<file path="config.mk">
export PLATFORM = sky130hd
export DESIGN_NAME = uart_rx_core
export DESIGN_NICKNAME = d
export VERILOG_FILES = /design/src/rtl/uart_rx_core.sv
export SDC_FILE = /design/constraint.sdc
export NUM_CORES = 1
export LEC_CHECK = 0
export ABC_AREA = 1
export BUFFER_PORTS_ARGS = -buffer_cell sky130_fd_sc_hd__buf_2
export CORE_MARGIN = 1
export CORE_UTILIZATION = 45
export DETAILED_ROUTE_END_ITERATION = 16
export SLEW_MARGIN = 15
export SYNTH_ARGS = -nofsm -noshare
export SYNTH_HDL_FRONTEND = slang
export SYNTH_SLANG_ARGS = --single-unit
export TNS_END_PERCENT = 30
</file>
<file path="constraint.sdc">
create_clock -name clk -period 2.1 [get_ports clk]
set_clock_uncertainty 0.05 [all_clocks]
set_input_delay 0.21 -clock clk [delete_from_list [all_inputs] [get_ports clk]]
set_output_delay 0.21 -clock clk [all_outputs]
set_load 0.01 [all_outputs]
</file>
<file path="src/rtl/uart_rx_core.sv">
// UART receiver core: 2-flop line synchronizer, mid-bit sampling frame FSM and a
// held output word with parity/framing/overrun status under a char_ack handshake.
module uart_rx_core #(
  parameter int CLKS_PER_BIT = 16,
  parameter int DATA_BITS    = 8,
  parameter int PARITY       = 0,
  parameter int STOP_BITS    = 1
) (
  input  logic                 clk,
  input  logic                 rst_n,
  input  logic                 UART_RX,
  output logic [DATA_BITS-1:0] char,
  output logic                 newChar,
  input  logic                 char_ack,
  output logic                 parity_err,
  output logic                 frame_err,
  output logic                 overrun
);

  localparam int TW = $clog2(CLKS_PER_BIT) + 1;
  localparam int BW = $clog2(DATA_BITS + 2) + 1;

  localparam logic [TW-1:0] HALF_M1    = TW'(CLKS_PER_BIT / 2 - 1);
  localparam logic [TW-1:0] BIT_M1     = TW'(CLKS_PER_BIT - 1);
  localparam logic [BW-1:0] DATA_M1    = BW'(DATA_BITS - 1);
  localparam logic [BW-1:0] STOP_M1    = BW'(STOP_BITS - 1);
  localparam logic          ODD_MODE   = (PARITY == 1);
  localparam logic          HAS_PARITY = (PARITY != 0);

  typedef enum logic [2:0] {
    S_IDLE,
    S_START,
    S_DATA,
    S_PARITY,
    S_STOP
  } state_t;

  state_t state, state_next;

  logic                 rx_meta, rx_s, rx_prev;
  logic [TW-1:0]        timer;
  logic [BW-1:0]        bit_cnt;
  logic [DATA_BITS-1:0] shift;
  logic                 par_bad, frm_bad, done_q;

  logic fall, half_tick, bit_tick, ack_take;
  logic timer_clr, cnt_clr, frame_clr;
  logic take_data, take_par, take_stop, done;

  // ---------------------------------------------------------------------------
  // Line synchronizer. Flops reset to the idle level so reset release never
  // looks like a start edge. rx_prev keeps following the line in every state,
  // so a line held low after a bad stop bit cannot produce a new start edge.
  // ---------------------------------------------------------------------------
  always_ff @(posedge clk or negedge rst_n) begin
    if (!rst_n) begin
      rx_meta <= 1'b1;
      rx_s    <= 1'b1;
      rx_prev <= 1'b1;
    end else begin
      // NOTE: non-blocking assignments let each flop see the previous value of
      // the one before it; blocking here would collapse the chain into one flop.
      rx_meta <= UART_RX;
      rx_s    <= rx_meta;
      rx_prev <= rx_s;
    end
  end

  assign fall      = rx_prev & ~rx_s;
  assign half_tick = (timer == HALF_M1);
  assign bit_tick  = (timer == BIT_M1);
  assign ack_take  = char_ack & newChar;

  // ---------------------------------------------------------------------------
  // Frame FSM
  // ---------------------------------------------------------------------------
  always_ff @(posedge clk or negedge rst_n) begin
    if (!rst_n) state <= S_IDLE;
    else        state <= state_next;
  end

  always_comb begin
    // NOTE: every output of this block gets a default first, so no path through
    // the case statement can leave a signal unassigned and infer a latch.
    state_next = state;
    timer_clr  = 1'b0;
    cnt_clr    = 1'b0;
    frame_clr  = 1'b0;
    take_data  = 1'b0;
    take_par   = 1'b0;
    take_stop  = 1'b0;
    done       = 1'b0;

    case (state)
      S_IDLE: begin
        timer_clr = 1'b1;
        cnt_clr   = 1'b1;
        frame_clr = 1'b1;
        if (fall) state_next = S_START;
      end

      // Half a bit in: a line back high was a glitch; otherwise re-centre the
      // timer so every later sample lands mid-bit.
      S_START: begin
        if (half_tick) begin
          timer_clr  = 1'b1;
          state_next = rx_s ? S_IDLE : S_DATA;
        end
      end

      S_DATA: begin
        if (bit_tick) begin
          timer_clr = 1'b1;
          take_data = 1'b1;
          if (bit_cnt == DATA_M1) begin
            cnt_clr    = 1'b1;
            state_next = HAS_PARITY ? S_PARITY : S_STOP;
          end
        end
      end

      S_PARITY: begin
        if (bit_tick) begin
          timer_clr  = 1'b1;
          take_par   = 1'b1;
          state_next = S_STOP;
        end
      end

      S_STOP: begin
        if (bit_tick) begin
          timer_clr = 1'b1;
          take_stop = 1'b1;
          if (bit_cnt == STOP_M1) begin
            done       = 1'b1;
            state_next = S_IDLE;
          end
        end
      end

      default: state_next = S_IDLE;
    endcase
  end

  // ---------------------------------------------------------------------------
  // Bit timer, sample counter, shift register and per-frame error capture
  // ---------------------------------------------------------------------------
  always_ff @(posedge clk or negedge rst_n) begin
    if (!rst_n) begin
      timer   <= '0;
      bit_cnt <= '0;
      shift   <= '0;
      par_bad <= 1'b0;
      frm_bad <= 1'b0;
      done_q  <= 1'b0;
    end else begin
      timer <= timer_clr ? '0 : timer + TW'(1);

      if (cnt_clr)                    bit_cnt <= '0;
      else if (take_data | take_stop) bit_cnt <= bit_cnt + BW'(1);

      // Right shift: after DATA_BITS samples the first bit sits in bit 0.
      if (take_data) shift <= {rx_s, shift[DATA_BITS-1:1]};

      if (frame_clr)     par_bad <= 1'b0;
      else if (take_par) par_bad <= ((^shift) ^ rx_s) != ODD_MODE;

      if (frame_clr)              frm_bad <= 1'b0;
      else if (take_stop && !rx_s) frm_bad <= 1'b1;

      done_q <= done;
    end
  end

  // ---------------------------------------------------------------------------
  // Output word and status. A completion always wins over an acknowledge: the
  // new word replaces the old one, and overrun records only a word dropped
  // without being acknowledged.
  // ---------------------------------------------------------------------------
  always_ff @(posedge clk or negedge rst_n) begin
    if (!rst_n) begin
      char       <= '0;
      newChar    <= 1'b0;
      parity_err <= 1'b0;
      frame_err  <= 1'b0;
      overrun    <= 1'b0;
    end else if (done_q) begin
      char       <= shift;
      parity_err <= par_bad;
      frame_err  <= frm_bad;
      newChar    <= 1'b1;
      overrun    <= ack_take ? 1'b0 : (overrun | newChar);
    end else if (ack_take) begin
      newChar    <= 1'b0;
      parity_err <= 1'b0;
      frame_err  <= 1'b0;
      overrun    <= 1'b0;
    end
  end

endmodule

</file>
### After elaboration in Yosys (flattened, before gate mapping)

Cells that the tools add are included.

* reduce and logical (&&, ||, !) cells: 11
* eq/ne operators: 14
* add/sub/neg operators: 2
* bitwise gates (word level): 6
* muxes and demuxes: 35

Operators by type and width (count)
* 1-bit two-way mux: 21
* 3-bit two-way mux: 7
* 5-bit two-way mux: 3
* 3-bit case mux with 5 select lines: 1
* 2-bit != test (second input constant): 7
* 5-bit by 1-bit adder with 5-bit output (second input constant): 2
* 5-bit by 3-bit == test with 1-bit output (second input constant): 2
* 2-bit nonzero test: 4
* 8-bit parity: 1
* 7-bit AND reduction: 1
* 3-bit by 2-bit == test with 1-bit output (second input constant): 2
* 5-bit by 4-bit == test with 1-bit output (second input constant): 1
* 5-bit zero test: 1
* 3-bit by 1-bit == test with 1-bit output (second input constant): 1
* 3-bit == test (second input constant): 1
* 3-bit zero test: 1
* 1-bit case mux with 3 select lines: 1
* 3-bit OR reduction: 1
* 1-bit AND: 2
* 2-bit two-way mux: 1
* 1-bit OR: 2
* 1-bit case mux with 2 select lines: 1
* 1-bit logical AND: 1
* 1-bit zero test: 1
* other kinds (2): 2

* input bits: 4
* output and inout bits: 12
* register bits after elaboration: 39
* word-level logic and storage cells: 83

### Depth between registers and ports, before layout

* depth in word-level cells: 6
* mapped depth: 11
* gate-level depth less buffers: 11

### Least setup slack after synthesis

No wires, ideal clock.

* path kind: flip-flop to flip-flop
* start point: register timer[0]
* end point: register state[2]
* path buffers: 0
* stages on the path, launching flop included: 12
* arrival: 1.527 ns
* period minus slack after synthesis: 1.694 ns
* required time: 1.933 ns
* path slack: 0.406 ns
* library setup time: 0.117 ns
* cell sequence: dfrtp_1 > ha_1 > nand2_1 > nor2_1 > ha_1 > nand3_1 > nor3_1 > nor2_1 > nor2_2 > nand3_2 > nand2_1 > nand2_1

* longest elaborated chain between the ends: 3
* elaborated cells on any way between the ends: 7
* those cells by class: eq/ne (6); reduce/logical (1)

Ends and longest elaborated chain
* from (decl): RTL line 41 `logic [TW-1:0] timer;`
* from (signal assigned): RTL line 157 `timer <= timer_clr ? '0 : timer + TW'(1);`
* 5-bit by 4-bit == test with 1-bit output or 5-bit by 3-bit == test with 1-bit output (tied branches): RTL line 71, 70
* 2-bit != test (no source line)
* 7-bit AND reduction (no source line) (*)
* to (signal assigned): RTL line 79 `else state <= state_next;`
* to (decl): RTL line 38 `state_t state, state_next;`

Mark *: on every way between the ends. The rest lies on a longest branch, timed or not.
A chain may end at the register's enable or synchronous reset.

### Worst setup path in the final report

* start point: register timer[0]
* end point: register state[1]

The elaborated chain is that of the path after synthesis.

==> qor.csv <==
metric,value,unit
Logic pwr share,0.207,
ANT nets after route,0,
Worst EP arrival,1.98,ns
max-slew violation count,0,
core area,4000,µm²
first-pass GRT wire length,5637,µm
n_diodes,0,
FF+latch area,979.7,µm²
die width,66.41,µm
"Reg clk slew, reported paths",0.07,ns
flop2flop setup slack,0.24,ns
Initial Util,0.4667,
num ports,16,
delay of the slowest critical-path stage,0.37,ns
area of the multi-input gates,734.5,µm²
DR WL/cell,11.32,µm
multiplexer area fraction after synthesis,0,
clk buf depth,2,
Leakage,1.041,nW
Critical Path RT,2.22,ns
slowest CP cell,dfrtp_1,
GR Util All Layers,0.1732,
#FFs+latches synth,39,
failing checks,hold timing,
chip height,66.41,µm
Crit. End Element,flop,
final core occ,0.5196,
internal cell power,1.151,mW
initial antenna violation count,0,
worst relative slew slack,0.4349,
DR vias,1382,
share of layout cells above drive strength 1,0.1694,
Fin. Hold Viols,36,
post-synthesis xor/xnor area fraction,0.009383,
post-synthesis cell area,1867,µm²
worst reg-to-reg path cell count,11,
most frequent CP cell,nand2_1,
post-CTS setup buffers,0,
simple-gate share of the synthesized area,0.2507,
clock network power share,0.280,
sequential element share of the synthesized area,0.5248,
Root Buffer,clkbuf_8,
crit path kind,reg2reg,
fillcell total,369,
synthesized area per cell,8.409,µm²
Setup TNS Final,0,ns
Compound-Gate Fraction of Synth Area,0.09987,
CTS tree,done,
Starting DRT DRC Count,80,
CP top delay family,simple AND/OR/NAND/NOR gates,
number of global-route vias before repair,1283,
number of vias per cell,4.733,
H-tree lvl count,2,
status,"finished, violations left",
Startpoint Class,flop,
share of power burned in registers,0.514,
Fin Hold WS,-0.02358,ns
Port Buf Inserts,15,
final wirelength,3306,µm
die area,4410,µm²
Site Rows,23,
HPWL after detailed placement,2427,µm
worst-path fanout max,4,
DRC,0,
RSZ-0062 raised after global routing,false,
pwr/cell area,810.5,nW/µm²
crit path cell chain,ha_1 -> nand2_1 -> nor2_1 -> ha_1 -> nand3_1 -> nor3_1 -> nor2_1 -> nor2_2 -> nand3_2 -> nand2_1 -> nand2_1,
"Warnings, synthesis",0,
largest net degree at the start of global routing,40,
Post-layout nets,250,
period utilization,0.8863,
Area growth syn-to-layout,11.33,%
reg2reg start,timer[0],
RR Endpoint,state[1],
post-layout min period,1.861,ns
Peak Freq,0.5373,GHz
endpoints failing setup,0,
"Clk Latency, worst-skew pair",0.28,ns
Pre-antenna DRT Iters,4,
Mapped Cells,222,
largest family of logic cells by synthesized area,simple AND/OR/NAND/NOR gates,
CP Buf/Inv Count,0,
max-cap viol count,0,
GP Congestion,0.8175,
Hold Path Class,in2async,
post-synth cell types,27,
syn nets,231,
TritonCTS Sinks,39,
Sw Ratio,0.3167,
Synth Area in Adders,0.03351,
gr ovfl total,0,
VDD IR max,0.0003923,V
Tightest Pin Transition,0.8476,ns
switching power total,0.5335,mW
total CTS buffers,5,
timing repair:
item	CTS	global route
hold buffers	1	0
hold endpoints to repair	1	0
gates resized for setup	0	0
state kept, by name (all words and copies together) (netlist names):
signal	flops
par_bad	1
rx_s	1
rx_prev	1
bit_cnt	5
timer	5
parity_err	1
overrun	1
rx_meta	1
done_q	1
newChar	1
frame_err	1
char	8
shift	8
state	3
frm_bad	1
cell usage after synthesis (all sizes together):
| cell type | instances | area, µm² |
|---|---|---|
| nor3 | 5 | 46.30 |
| ha | 5 | 62.56 |
| o22ai | 1 | 6.260 |
| buf | 2 | 10.01 |
| nand3 | 14 | 75.07 |
| a21oi | 6 | 33.78 |
| dfrtp | 36 | 900.9 |
| xor2 | 2 | 17.52 |
| a31oi | 1 | 12.51 |
| inv | 36 | 135.1 |
| clkbuf | 2 | 7.510 |
| nor2 | 19 | 73.82 |
| nand4 | 4 | 25.02 |
| nand2 | 59 | 241.5 |
| dfstp | 3 | 78.83 |
| o21ai | 26 | 133.9 |
| nor4 | 1 | 6.260 |
routing by layer:
metal	share of wire	track usage	up-vias	wire [µm]
met1	0.52	0.2317	605	1727
met5	0	0	-	0
met4	0.014	0.07181	0	45
li1	-	-	742	-
met2	0.43	0.2679	30	1425
met3	0.032	0.04138	5	107
placed cells by master, fill, tap and decap left out, drive strengths merged, types with 2 or more instances in the layout:
master / count
a21oi: 6
o21ai: 26
nand4: 4
ha: 5
nand3: 14
nor2: 19
clkbuf: 7
nand2: 59
xor2: 2
nor3: 5
inv: 36
buf: 15
dfrtp: 36
dfstp: 3
power groups by stage:
stage	registers [mW]	logic [mW]	clock network, mW
final	0.865	0.348	0.471
after global routing	0.872	0.406	0.526
after CTS	0.864	0.355	0.496
after detailed placement	0.877	0.354	0
after global placement	0.879	0.351	0
after floorplan	0.846	0.301	0
stage by stage:
stage | area (µm²) | cells | setup slack [ns] | power (mW)
after global routing | 2078 | 292 | 0.01237 | 1.804
after global placement | 1987 | 283 | 0.3120 | 1.230
after CTS | 2078 | 292 | 0.2259 | 1.715
after detailed placement | 1987 | 283 | 0.2381 | 1.231
after floorplan | 1867 | 222 | 0.4064 | 1.147
final | 2078 | 292 | 0.2388 | 1.684
worst max-delay path by stage:
stage,cells after the start,from,endpoint
6_report,11,timer[0],state[1]
5_1_grt,11,timer[0],state[0]
3_3_place_gp,11,timer[0],state[2]
3_5_place_dp,11,timer[0],state[0]
4_1_cts,11,timer[0],state[0]
2_1_floorplan,11,timer[0],state[2]
layout make-up:
cell class,instances,area share
clock buffers,7,0.03672
clock inverters,1,0.002408
inverters,36,0.06502
multi-input cells,143,0.3534
flip-flops and latches,39,0.4714
well taps,50,0.03010
repair buffers,16,0.04094
cell families (layout without fill, tap and decap cells):
logic type	count (synthesis)	after routing
and+or+nand+nor	102	102
xor gates and xnor gates	2	2
DFF	39	39
adders and majority gates	5	5
AOI/OAI and AO/OA	34	34
buffers and inverters	40	60
No activity file was read; power rests on OpenSTA's default activity.
